==> config.mk <==
export PLATFORM = sky130hd
export DESIGN_NAME = vga_timing_gen
export DESIGN_NICKNAME = d
export VERILOG_FILES = /design/src/rtl/vga_timing_gen.sv
export SDC_FILE = /design/constraint.sdc
export NUM_CORES = 1
export LEC_CHECK = 0
export ABC_CLOCK_PERIOD_IN_PS = 5200
export CAP_MARGIN = 20
export CORE_MARGIN = 5
export CORE_UTILIZATION = 45
export CTS_CLUSTER_SIZE = 12
export DETAILED_ROUTE_END_ITERATION = 10
export GPL_TIMING_DRIVEN = 0
export PLACE_DENSITY = 0.67
export SYNTH_ARGS = -nofsm -noshare
export SYNTH_HDL_FRONTEND = slang
export SYNTH_SLANG_ARGS = --single-unit
==> constraint.sdc <==
create_clock -name clk -period 5.2 [get_ports clk]
set_input_delay 1.04 -clock clk [delete_from_list [all_inputs] [get_ports clk]]
set_output_delay 1.04 -clock clk [all_outputs]
set_load 0.02 [all_outputs]
==> src/rtl/vga_timing_gen.sv <==
`default_nettype none
// =============================================================================
// Module   : vga_timing_gen
// Brief    : 800x600@72 raster timing with delayed syncs and vblank update grant.
//            Define FRAME_COUNTER_EN to add the o_frame_cnt output.
// Revision : 1.0
// =============================================================================
module vga_timing_gen #(
    parameter int H_ACTIVE = 800,
    parameter int H_FP     = 56,
    parameter int H_SYNC   = 120,
    parameter int H_BP     = 64,
    parameter int V_ACTIVE = 600,
    parameter int V_FP     = 37,
    parameter int V_SYNC   = 6,
    parameter int V_BP     = 23,
    parameter bit H_POL    = 1'b1,
    parameter bit V_POL    = 1'b1,
    parameter int PIPE_DLY = 2
) (
    input  logic        clk,
    input  logic        rst,
    output logic [10:0] x,
    output logic [9:0]  y,
    output logic        o_active,
    output logic        o_hsync,
    output logic        o_vsync,
    output logic        o_line,
    output logic        o_frame,
    input  logic        i_upd_req,
    output logic        o_upd_gnt
`ifdef FRAME_COUNTER_EN
    ,
    output logic [15:0] o_frame_cnt
`endif
);

    localparam int H_TOTAL = H_ACTIVE + H_FP + H_SYNC + H_BP;
    localparam int V_TOTAL = V_ACTIVE + V_FP + V_SYNC + V_BP;

    localparam logic [10:0] H_LAST    = 11'(H_TOTAL - 1);
    localparam logic [9:0]  V_LAST    = 10'(V_TOTAL - 1);
    localparam logic [10:0] H_ACT_W   = 11'(H_ACTIVE);
    localparam logic [9:0]  V_ACT_W   = 10'(V_ACTIVE);
    localparam logic [10:0] HS_START  = 11'(H_ACTIVE + H_FP);
    localparam logic [10:0] HS_END    = 11'(H_ACTIVE + H_FP + H_SYNC);
    localparam logic [9:0]  VS_START  = 10'(V_ACTIVE + V_FP);
    localparam logic [9:0]  VS_END    = 10'(V_ACTIVE + V_FP + V_SYNC);

    logic [10:0] x_nxt;
    logic [9:0]  y_nxt;
    logic        hs_raw;
    logic        vs_raw;
    logic        granted;

    always_comb begin
        x_nxt = x + 11'd1;
        y_nxt = y;
        if (x == H_LAST) begin
            x_nxt = '0;
            y_nxt = (y == V_LAST) ? '0 : y + 10'd1;
        end
    end

    // Everything is registered from the next position so it lines up with x/y.
    always_ff @(posedge clk) begin
        if (!rst) begin
            x         <= '0;
            y         <= '0;
            o_active  <= 1'b0;
            o_line    <= 1'b0;
            o_frame   <= 1'b0;
            hs_raw    <= ~H_POL;
            vs_raw    <= ~V_POL;
            granted   <= 1'b0;
            o_upd_gnt <= 1'b0;
        end else begin
            x        <= x_nxt;
            y        <= y_nxt;
            o_active <= (x_nxt < H_ACT_W) && (y_nxt < V_ACT_W);
            o_line   <= (x_nxt == '0);
            o_frame  <= (x_nxt == '0) && (y_nxt == V_ACT_W);
            hs_raw   <= (x_nxt >= HS_START && x_nxt < HS_END) ? H_POL : ~H_POL;
            vs_raw   <= (y_nxt >= VS_START && y_nxt < VS_END) ? V_POL : ~V_POL;

            // One grant per frame; the flag re-arms when the raster wraps to the top.
            if (x_nxt == '0 && y_nxt == '0) begin
                granted   <= 1'b0;
                o_upd_gnt <= 1'b0;
            end else if (!i_upd_req) begin
                o_upd_gnt <= 1'b0;
            end else if (y_nxt >= V_ACT_W && !granted) begin
                o_upd_gnt <= 1'b1;
                granted   <= 1'b1;
            end
        end
    end

    generate
        if (PIPE_DLY == 0) begin : g_no_dly
            assign o_hsync = hs_raw;
            assign o_vsync = vs_raw;
        end else begin : g_dly
            logic [PIPE_DLY-1:0] hs_pipe;
            logic [PIPE_DLY-1:0] vs_pipe;

            always_ff @(posedge clk) begin
                if (!rst) begin
                    hs_pipe <= {PIPE_DLY{~H_POL}};
                    vs_pipe <= {PIPE_DLY{~V_POL}};
                end else begin
                    hs_pipe[0] <= hs_raw;
                    vs_pipe[0] <= vs_raw;
                    for (int i = 1; i < PIPE_DLY; i++) begin
                        hs_pipe[i] <= hs_pipe[i-1];
                        vs_pipe[i] <= vs_pipe[i-1];
                    end
                end
            end

            assign o_hsync = hs_pipe[PIPE_DLY-1];
            assign o_vsync = vs_pipe[PIPE_DLY-1];
        end
    endgenerate

`ifdef FRAME_COUNTER_EN
    always_ff @(posedge clk) begin
        if (!rst) begin
            o_frame_cnt <= '0;
        end else if (x_nxt == '0 && y_nxt == V_ACT_W) begin
            o_frame_cnt <= o_frame_cnt + 16'd1;
        end
    end
`endif

endmodule
`default_nettype wire

Word level (Yosys, flattened, before mapping):

Cells that the tools add are included.
W data, S select, Z words.

* $add $sub $neg: 2
* multipliers: 0
* divide/modulo/power cells: 0
* $lt $le $gt $ge: 7
* equal/unequal tests: 3
* shift-type cells: 0
* muxes and demuxes: 5
* bitwise logic cells: 2
* reductions and logical operators: 12

Operator list (number)
* $lt A11 B10 Y1 const B: 2
* $eq A10 B10 Y1 const B: 2
* $ge A10 B10 Y1 const B: 2
* $lt A10 B10 Y1 const B: 2
* $mux W10: 2
* $add A11 B1 Y11 const B: 1
* $eq A11 B11 Y1 const B: 1
* $ge A11 B10 Y1 const B: 1
* $logic_not A11 Y1: 1
* $mux W11: 1
* $add A10 B1 Y10 const B: 1
* $logic_not A10 Y1: 1
* $logic_and A1 B1 Y1: 6
* $reduce_or A3 Y1: 1
* $mux W1: 2
* $not A1 Y1: 2
* $reduce_and A2 Y1: 1
* $reduce_or A2 Y1: 1
* $logic_not A1 Y1: 1

* bits in registers: 32
* latch bits: 0
* RAM bits: 0
* bits in read-only memories: 0
* input bits: 3
* output and inout bits: 27
* word-level logic and storage cells: 42
* memories kept: 0

Logic depth before layout (Yosys ltp):

Gate-level depths: netlist of the first run.

* depth after elaboration: 6
* depth in mapped cells: 9
* depth with buffers taken out: 9

Worst setup path after synthesis of the first run:

No wires, ideal clock.

* path kind: reg-to-reg
* start: register x[0]
* end: register vs_raw
* setup time: 0.066 ns
* arrival: 3.078 ns
* data required time: 5.134 ns
* setup slack: 2.057 ns
* cell stages (with the launch flop): 9
* path buffers: 0
* clock period less this slack: 3.143 ns
* cells stage by stage: dfxtp_1 > ha_1 > nand3_4 > nand3b_2 > or4_4 > xor2_1 > or4b_1 > or4_4 > a21boi_2

* longest elaborated chain between the ends: 5
* elaborated cells on any way between the ends: 6
* classes of those cells: 2 x order compare; 1 x eq/ne; 2 x mux; 1 x reduce/logical

RTL lines
* start, declared: line 23 `output logic [10:0] x,`
* start signal, assigned: line 78 `x <= x_nxt;`
* $eq A11 B11 Y1 (*): line 59 `if (x == H_LAST) begin`
* $mux W10 (*): line 59
* $ge A10 B10 Y1 / $lt A10 B10 Y1 (equally long branches): line 84 `vs_raw <= (y_nxt >= VS_START && y_nxt < VS_END) ? V_POL : ~V_POL;`
* $logic_and A1 B1 Y1 (*): line 84
* $mux W1 (*): line 84
* end signal, assigned: line 74 `vs_raw <= ~V_POL;`
* end signal, assigned: line 84
* end, declared: line 53 `logic vs_raw;`

Every way passes the cells marked *; elsewhere a longest branch is shown, timed or not.
A chain may end at the register's enable or synchronous reset.

Worst setup path after layout of the first run:

* start: register y[0]
* end: register vs_raw

* longest elaborated chain between the ends: 6
* elaborated cells on any way between the ends: 8
* classes of those cells: 1 x add/sub; 2 x order compare; 1 x eq/ne; 3 x mux; 1 x reduce/logical

RTL lines
* start, declared: line 24 `output logic [9:0] y,`
* start signal, assigned: line 79 `y <= y_nxt;`
* $add A10 B1 Y10 / $eq A10 B10 Y1 (equally long branches): line 61 `y_nxt = (y == V_LAST) ? '0 : y + 10'd1;`
* $mux W10: line 61
* $mux W10 (*): line 59
* $ge A10 B10 Y1 / $lt A10 B10 Y1 (equally long branches): line 84
* $logic_and A1 B1 Y1 (*): line 84
* $mux W1 (*): line 84

Marked as above.

==> reports/results.ini, run 1 <==
[run_status]
status=finished, final reports clean

[floorplan]
rows=22
core-area_sq_um=3720
floorplan.initialDensity_pct=47.4
die_x_um=72.5
ios=30
die_area_sq_um=5260
die_y_um=72.5

[power_and_ir_drop]
p_seq_share_pct=54.2
p_switching_mw=0.111
p_clk_share_pct=41.3
switching_share_pct=24.0
p_leak_nw=0.763
cellPowerDensity_nw_per_um2=209
ir_drop_uv=105
pwr-share-comb_pct=4.5
p_int_mw=0.350

[critical_path]
cp_num_buf_inv=0
worst-path-max-fanout=11
slowest_delay_ns=0.53
slowest_stage=or4_4
worstPathCellList=ha_1, nand4bb_1, nor4_1, o2bb2ai_1, a311oi_1, or4b_1, or4_4, a21boi_2
required_ns=5.42
cp.arrival_ns=3.64
path_class=reg -> reg
start_kind=flip-flop
cp_top_family=simple AND/OR/NAND/NOR gates
crit_path_end_kind=flip-flop

[sta]
worstMarginPinSlew_ns=0.647
period_share_pct=65.7
grt_setup_unrepaired=false
setup_tns_ns=0
final-setup-viol-count=0
period_needed_ns=3.42
slew_headroom_pct=56.5
fmax_mhz=293
slew_viol_final=0
hold_viol=0
finClkSkew_ns=0.00855

[global_routing]
grt_pass1_vias=1509
antenna_found_initial=0
grt_first_pass_wirelength_mm=7.32
grt_util_all_layers_pct=17.7
overflow=0
grt_max_degree=12

[clocking]
h-tree-depth=2
insertion_delay_ns=0.29
cts_made_buffers=5
path_clk_slew_ns=0.07
postCtsSetupBuffers=0
clock-root-buffer=clkbuf_8
cts.sink_count=32
cts_hold_buf=0
cts_tree=built
post_cts_resized=0
clockBufferDepth=2

[route]
wl_per_cell_um=14.9
via_per_inst=5.70
postRouteAntennaNets=0
vias=1664
firstDrtPassIters=5
drt_drc_violations_left=0
first_iter_violations=118
wl_mm=4.35

[yosys]
avgSynthCellArea_sq_um=8.50
syn_nets=213
synth_cells=207
synth-seq-cells=32
yosysUniqueCellTypes=50
synth_area_sq_um=1760
ys_seq_area_share_pct=36.4
yosys_warnings=0

[placed_design]
detailed_place_hpwl_mm=3.20
numPortBuffers=29
dp_cells=284
gp_congestion=0.931

[cells_and_area]
drive_gt1_share_pct=7.38
n_antenna_cell=0
nets=249
fin_cells=292
final_util_pct=59.2
area_delta_synth_final_pct=24.9

[worst_hold_path]
hp-class=reg -> reg

[run]
maxCapViolations=0

==> final cells by class <==
| type | count | area, sq um |
|---|---|---|
| clock buffers | 5 | 68.8 |
| multi-input cells | 157 | 1040 |
| well taps | 48 | 60.1 |
| inverters | 9 | 33.8 |
| plain buffers | 9 | 45.0 |
| clock inverters | 3 | 18.8 |
| flip-flops and latches | 32 | 641 |
| repair buffers | 29 | 290 |
| fillers | 336 | 1520 |
==> cells by family (layout without fill, tap and decap cells) <==
logic type               after synthesis  in the layout  share of synthesized area (%)
AND/OR/NAND/NOR                       95             95                           34.0
buffers and inverters                 18             55                           4.48
AO/OA/AOI/OAI                         49             49                           18.1
XOR/XNOR                              10             10                           4.97
adder cells (fa/ha/maj)                3              3                           2.13
flip-flops                            32             32                           36.4
==> cell usage after synthesis, drive strengths merged <==
| cell type | count | share of area, % |
|---|---|---|
| clkbuf | 5 | 1.1 |
| nand3 | 8 | 3.0 |
| xnor2 | 4 | 2.0 |
| a21boi | 3 | 1.5 |
| nor3 | 6 | 1.7 |
| o41ai | 1 | 0.50 |
| a21o | 1 | 0.43 |
| or3 | 4 | 1.4 |
| a2111oi | 1 | 0.50 |
| o211ai | 1 | 0.43 |
| ha | 3 | 2.1 |
| a311o | 1 | 0.57 |
| o22ai | 1 | 0.36 |
| and3 | 1 | 0.36 |
| buf | 4 | 1.5 |
| dfxtp | 32 | 36 |
| nor2 | 12 | 2.6 |
| nand2b | 2 | 0.71 |
| or4b | 1 | 0.57 |
| nand4bb | 1 | 0.64 |
| o31ai | 3 | 1.3 |
| inv | 9 | 1.9 |
| o21ai | 15 | 4.3 |
| nor2b | 7 | 2.5 |
| or4 | 6 | 3.0 |
| nand3b | 3 | 1.5 |
| o21a | 2 | 0.85 |
| nand4 | 7 | 2.5 |
| nor4 | 3 | 1.1 |
| a2bb2oi | 1 | 0.50 |
| and4b | 1 | 0.57 |
| a21oi | 11 | 3.1 |
| a211oi | 3 | 1.3 |
| a311oi | 2 | 1.0 |
| and2 | 15 | 5.3 |
| o2bb2ai | 1 | 0.50 |
| xor2 | 6 | 3.0 |
| nor4b | 1 | 1.4 |
| nand2 | 11 | 2.3 |
| nor3b | 1 | 0.43 |
| and3b | 2 | 1.0 |
| a31o | 1 | 0.50 |
| o31a | 1 | 0.50 |
| and4 | 3 | 1.5 |
==> sequential cells by signal, indices dropped and copies added, names as in the netlist <==
name / cells
o_active: 1
o_upd_gnt: 1
granted: 1
g_dly.hs_pipe: 2
g_dly.vs_pipe: 2
vs_raw: 1
x: 11
o_frame: 1
hs_raw: 1
y: 10
o_line: 1
==> routing by layer <==
metal | share of wire, % | global-route usage [%]
met3 | 7.4 | 5.12
met5 | 0 | 0
met2 | 42 | 25.4
met1 | 48 | 24.7
met4 | 1.8 | 7.17
==> worst paths after layout <==
check / startpoint / to / slack, ns / cells after the start
setup / recovery: y[0]$_SDFF_PN0_ / vs_raw$_SDFF_PN0_ / 1.78 / 8
hold / removal: g_dly.vs_pipe[0]$_SDFF_PN0_ / g_dly.vs_pipe[1]$_SDFF_PN0_ / 0.43 / 1
setup reg to reg: y[0]$_SDFF_PN0_ / vs_raw$_SDFF_PN0_ / 1.78 / 8
hold reg to reg: g_dly.vs_pipe[0]$_SDFF_PN0_ / g_dly.vs_pipe[1]$_SDFF_PN0_ / 0.43 / 1
==> through the flow <==
step,cell area (sq um),hold WS (ns),total power [mW],setup slack [ns]
after global routing,2200,0.443,0.480,1.60
after global placement,2110,0.412,0.276,1.88
final,2200,0.433,0.460,1.78
after CTS,2200,0.437,0.467,1.83
after detailed placement,2110,0.421,0.276,1.86
after floorplan,1760,0.412,0.266,2.06
==> cells in the final DEF (no fill, tap or decap), types with 3 or more instances in the layout <==
cell and n:
a211oi_1 3, a21oi_1 11, and2_1 15, and4_1 3
buf_2 3, clkbuf_1 5, clkbuf_8 5, clkdlybuf4s50_1 29
dfxtp_1 32, ha_1 3, inv_1 9, nand2_1 11
nand3_1 7, nand4_1 7, nor2_1 12, nor2b_1 7
nor3_1 6, nor4_1 3, o21ai_0 14, o31ai_1 3
or3_1 4, or4_1 4, xnor2_1 4, xor2_1 6
==> power groups by stage <==
stage / sequential (mW) / clock (mW) / combinational [mW]
2_1_floorplan: 0.258 / 0 / 0.00817
3_3_place_gp: 0.255 / 0 / 0.0209
3_5_place_dp: 0.255 / 0 / 0.0210
4_1_cts: 0.250 / 0.196 / 0.0211
5_1_grt: 0.250 / 0.207 / 0.0227
6_report: 0.250 / 0.190 / 0.0209
(Power assumes the default switching activity.)
==> inputs of run 2 (changes only) <==
--- a/config.mk
+++ b/config.mk
@@ -5,14 +5,14 @@
 export SDC_FILE = /design/constraint.sdc
 export NUM_CORES = 1
 export LEC_CHECK = 0
-export ABC_CLOCK_PERIOD_IN_PS = 5200
+export ABC_CLOCK_PERIOD_IN_PS = 3100
 export CAP_MARGIN = 20
 export CORE_MARGIN = 5
 export CORE_UTILIZATION = 45
 export CTS_CLUSTER_SIZE = 12
 export DETAILED_ROUTE_END_ITERATION = 10
 export GPL_TIMING_DRIVEN = 0
-export PLACE_DENSITY = 0.67
+export PLACE_DENSITY = 0.7
 export SYNTH_ARGS = -nofsm -noshare
 export SYNTH_HDL_FRONTEND = slang
 export SYNTH_SLANG_ARGS = --single-unit
==> constraint.sdc (replaced) <==
create_clock -name clk -period 3.1 [get_ports clk]
set_input_delay 0.62 -clock clk [delete_from_list [all_inputs] [get_ports clk]]
set_output_delay 0.62 -clock clk [all_outputs]
set_load 0.02 [all_outputs]
==> reports/results.ini, run 2 (synthesis results as in run 1) <==
[sta]
finClkSkew_ns=0.0104  ; +0.00181 ns
period_needed_ns=2.99  ; -0.427 ns
grt_setup_unrepaired=false
final-setup-viol-count=0  ; unchanged
slew_viol_final=0  ; unchanged
worstMarginPinSlew_ns=0.461  ; -0.186 ns
slew_headroom_pct=69.0  ; +12 points
fmax_mhz=334  ; +14%
period_share_pct=96.4  ; +31 points
hold_viol=0  ; unchanged

[power_and_ir_drop]
p_switching_mw=0.176  ; +59%
ir_drop_uv=217  ; +110%
cellPowerDensity_nw_per_um2=387  ; +85%
fin_total_pwr_mw=0.892  ; +94%
p_seq_share_pct=47.1  ; -7.1 points
p_leak_nw=0.787  ; +3.1%
pwr-share-comb_pct=4.1  ; -0.4 points
p_int_mw=0.716  ; +100%
switching_share_pct=19.7  ; -4.3 points
p_clk_share_pct=48.8  ; +7.5 points

[cells_and_area]
largest_reg_flops=11  ; unchanged
final_util_pct=62.0  ; +2.8 points
nets=249  ; unchanged
top_regs=x: 11 flops, y: 10 flops
fin_cells=292  ; unchanged
area_delta_synth_final_pct=30.8
final_common_cell=dfxtp_1
regMostFlops=x
n_antenna_cell=0  ; unchanged
drive_gt1_share_pct=11.1  ; +3.7 points
final_cell_mix=dfxtp_1 (30), clkdlybuf4s50_1 (29), and2_1 (15)

[critical_path]
worstPathCellList=ha_4, nand3_4, nand3b_4, or4_4, xor2_1, or4b_1, or4_4, a21boi_2
slowest_delay_ns=0.56  ; +0.03 ns
path_class=reg -> reg
cp.arrival_ns=3.22  ; -0.42 ns
ff2ff_path_depth=8  ; unchanged
crit_path_end_kind=flip-flop
r2r_setup_slack_ns=0.11  ; -1.67 ns
required_ns=3.33  ; -2.09 ns
path_common_cell=or4_4
r2r-start=x[1]$_SDFF_PN0_
reg2reg_to=vs_raw$_SDFF_PN0_
worst-path-max-fanout=7  ; -4
start_kind=flip-flop
slowest_stage=or4b_1

[global_routing]
met2_usage_pct=25.4  ; unchanged
grt_pass1_vias=1493  ; -1.1%
grt_max_degree=12  ; unchanged
met1_usage_pct=25.3  ; +0.59 points
antenna_found_initial=0  ; unchanged
overflow=0  ; unchanged
grt_first_pass_wirelength_mm=7.23  ; -1.2%
top_usage_layer=met2
use_met3_pct=4.57  ; -0.55 points
grt_util_all_layers_pct=17.6  ; -0.13 points

[route]
wl_per_cell_um=15.2  ; +2.1%
via_per_inst=5.67  ; -0.54%
firstDrtPassIters=4  ; -1
postRouteAntennaNets=0  ; unchanged
wl_mm=4.44  ; +2.1%
drt_drc_violations_left=0  ; unchanged
first_iter_violations=117  ; -0.85%
vias=1655  ; -0.54%

[clocking]
cts.sink_count=32  ; unchanged
clockBufferDepth=2  ; unchanged
cts_tree=built
path_clk_slew_ns=0.07  ; about the same
h-tree-depth=2  ; unchanged
clock-root-buffer=clkbuf_8
cts_made_buffers=5  ; unchanged
insertion_delay_ns=0.29  ; about the same

[floorplan]
die_y_um=72.5  ; unchanged
ios=30  ; unchanged
die_x_um=72.5  ; unchanged
rows=22  ; unchanged
floorplan.initialDensity_pct=47.4  ; unchanged
die_area_sq_um=5260  ; unchanged
core-area_sq_um=3720  ; unchanged

[placed_design]
gp_congestion=0.897  ; -3.7%
detailed_place_hpwl_mm=3.18  ; -0.70%
dp_cells=284  ; unchanged
numPortBuffers=29  ; unchanged

[run_status]
status=finished, final reports clean

[worst_hold_path]
min_path_cells=1  ; unchanged
hp-start=g_dly.vs_pipe[0]$_SDFF_PN0_
hold_path_end=g_dly.vs_pipe[1]$_SDFF_PN0_
hp-class=reg -> reg

[run]
maxCapViolations=0  ; unchanged

run 2: cell count changes in the layout (fill, tap and decap cells not counted), moves of 2 or more:
cell      previous run  this run
clkbuf_8             5         7
dfxtp_1             32        30
dfxtp_2              0         2
clkinv_2             2         0
run 2: metrics by stage:
step | hold slack, ns | setup slack (ns) | setup TNS, ns | instance area, sq um
2_1_floorplan | 0.412 | 0.00112 | 0 | 1760
3_3_place_gp | 0.412 | -0.160 | -0.160 | 2110
3_5_place_dp | 0.426 | -0.175 | -0.188 | 2110
4_1_cts | 0.443 | 0.0539 | 0 | 2270
5_1_grt | 0.452 | 0.0102 | 0 | 2300
6_report | 0.437 | 0.110 | 0 | 2300
run 2: how the worst max path moves through the flow:
stage,startpoint,slack (ns),depth (start not counted),end
final,x[1]$_SDFF_PN0_,0.11,8,vs_raw$_SDFF_PN0_
after global routing,y[0]$_SDFF_PN0_,0.01,9,vs_raw$_SDFF_PN0_
after CTS,x[5]$_SDFF_PN0_,0.05,7,vs_raw$_SDFF_PN0_
after detailed placement,y[0]$_SDFF_PN0_,-0.17,8,vs_raw$_SDFF_PN0_
after global placement,y[0]$_SDFF_PN0_,-0.16,8,vs_raw$_SDFF_PN0_
after floorplan,x[1]$_SDFF_PN0_,0.001,8,vs_raw$_SDFF_PN0_
run 2: routing by layer:
metal / vias to the layer above / part of all wire [%]
li1: 828 / -
met4: 0 / 1.3
met2: 67 / 45
met5: - / 0
met3: 4 / 8.1
met1: 756 / 46
run 2: power by group through the flow:
stage / sequential (mW) / combinational, mW / clock (mW)
6_report: 0.420 / 0.0363 / 0.435
5_1_grt: 0.420 / 0.0396 / 0.465
4_1_cts: 0.419 / 0.0358 / 0.446
3_5_place_dp: 0.428 / 0.0352 / 0
3_3_place_gp: 0.428 / 0.0350 / 0
2_1_floorplan: 0.433 / 0.0139 / 0
run 2: layout make-up:
cell class                 count  area [sq um]
tap                           48          60.1
buffer                         8          41.3
fill                         331          1410
inverter                       9          33.8
clock buffer                   7          96.3
timing repair buffer          30           298
sequential                    32           643
multi-input combinational    157          1100
clock inverter                 1          30.0
run 2: critical path, delay by kind of cell (launching register included):
family / cells / cell delay [ns]
AND/OR/NAND/NOR: 5 / 1.98
flip-flops: 1 / 0.43
adder cells (fa/ha/maj): 1 / 0.20
XOR/XNOR: 1 / 0.17
AO/OA/AOI/OAI: 1 / 0.15
run 2: repair_timing:
item,4_1_cts,5_1_grt
cloned,0,0
hold buffers,0,0
gates resized for setup,5,4
setup buffers,0,1
pin swaps,0,1
setup endpoints to repair,3,3
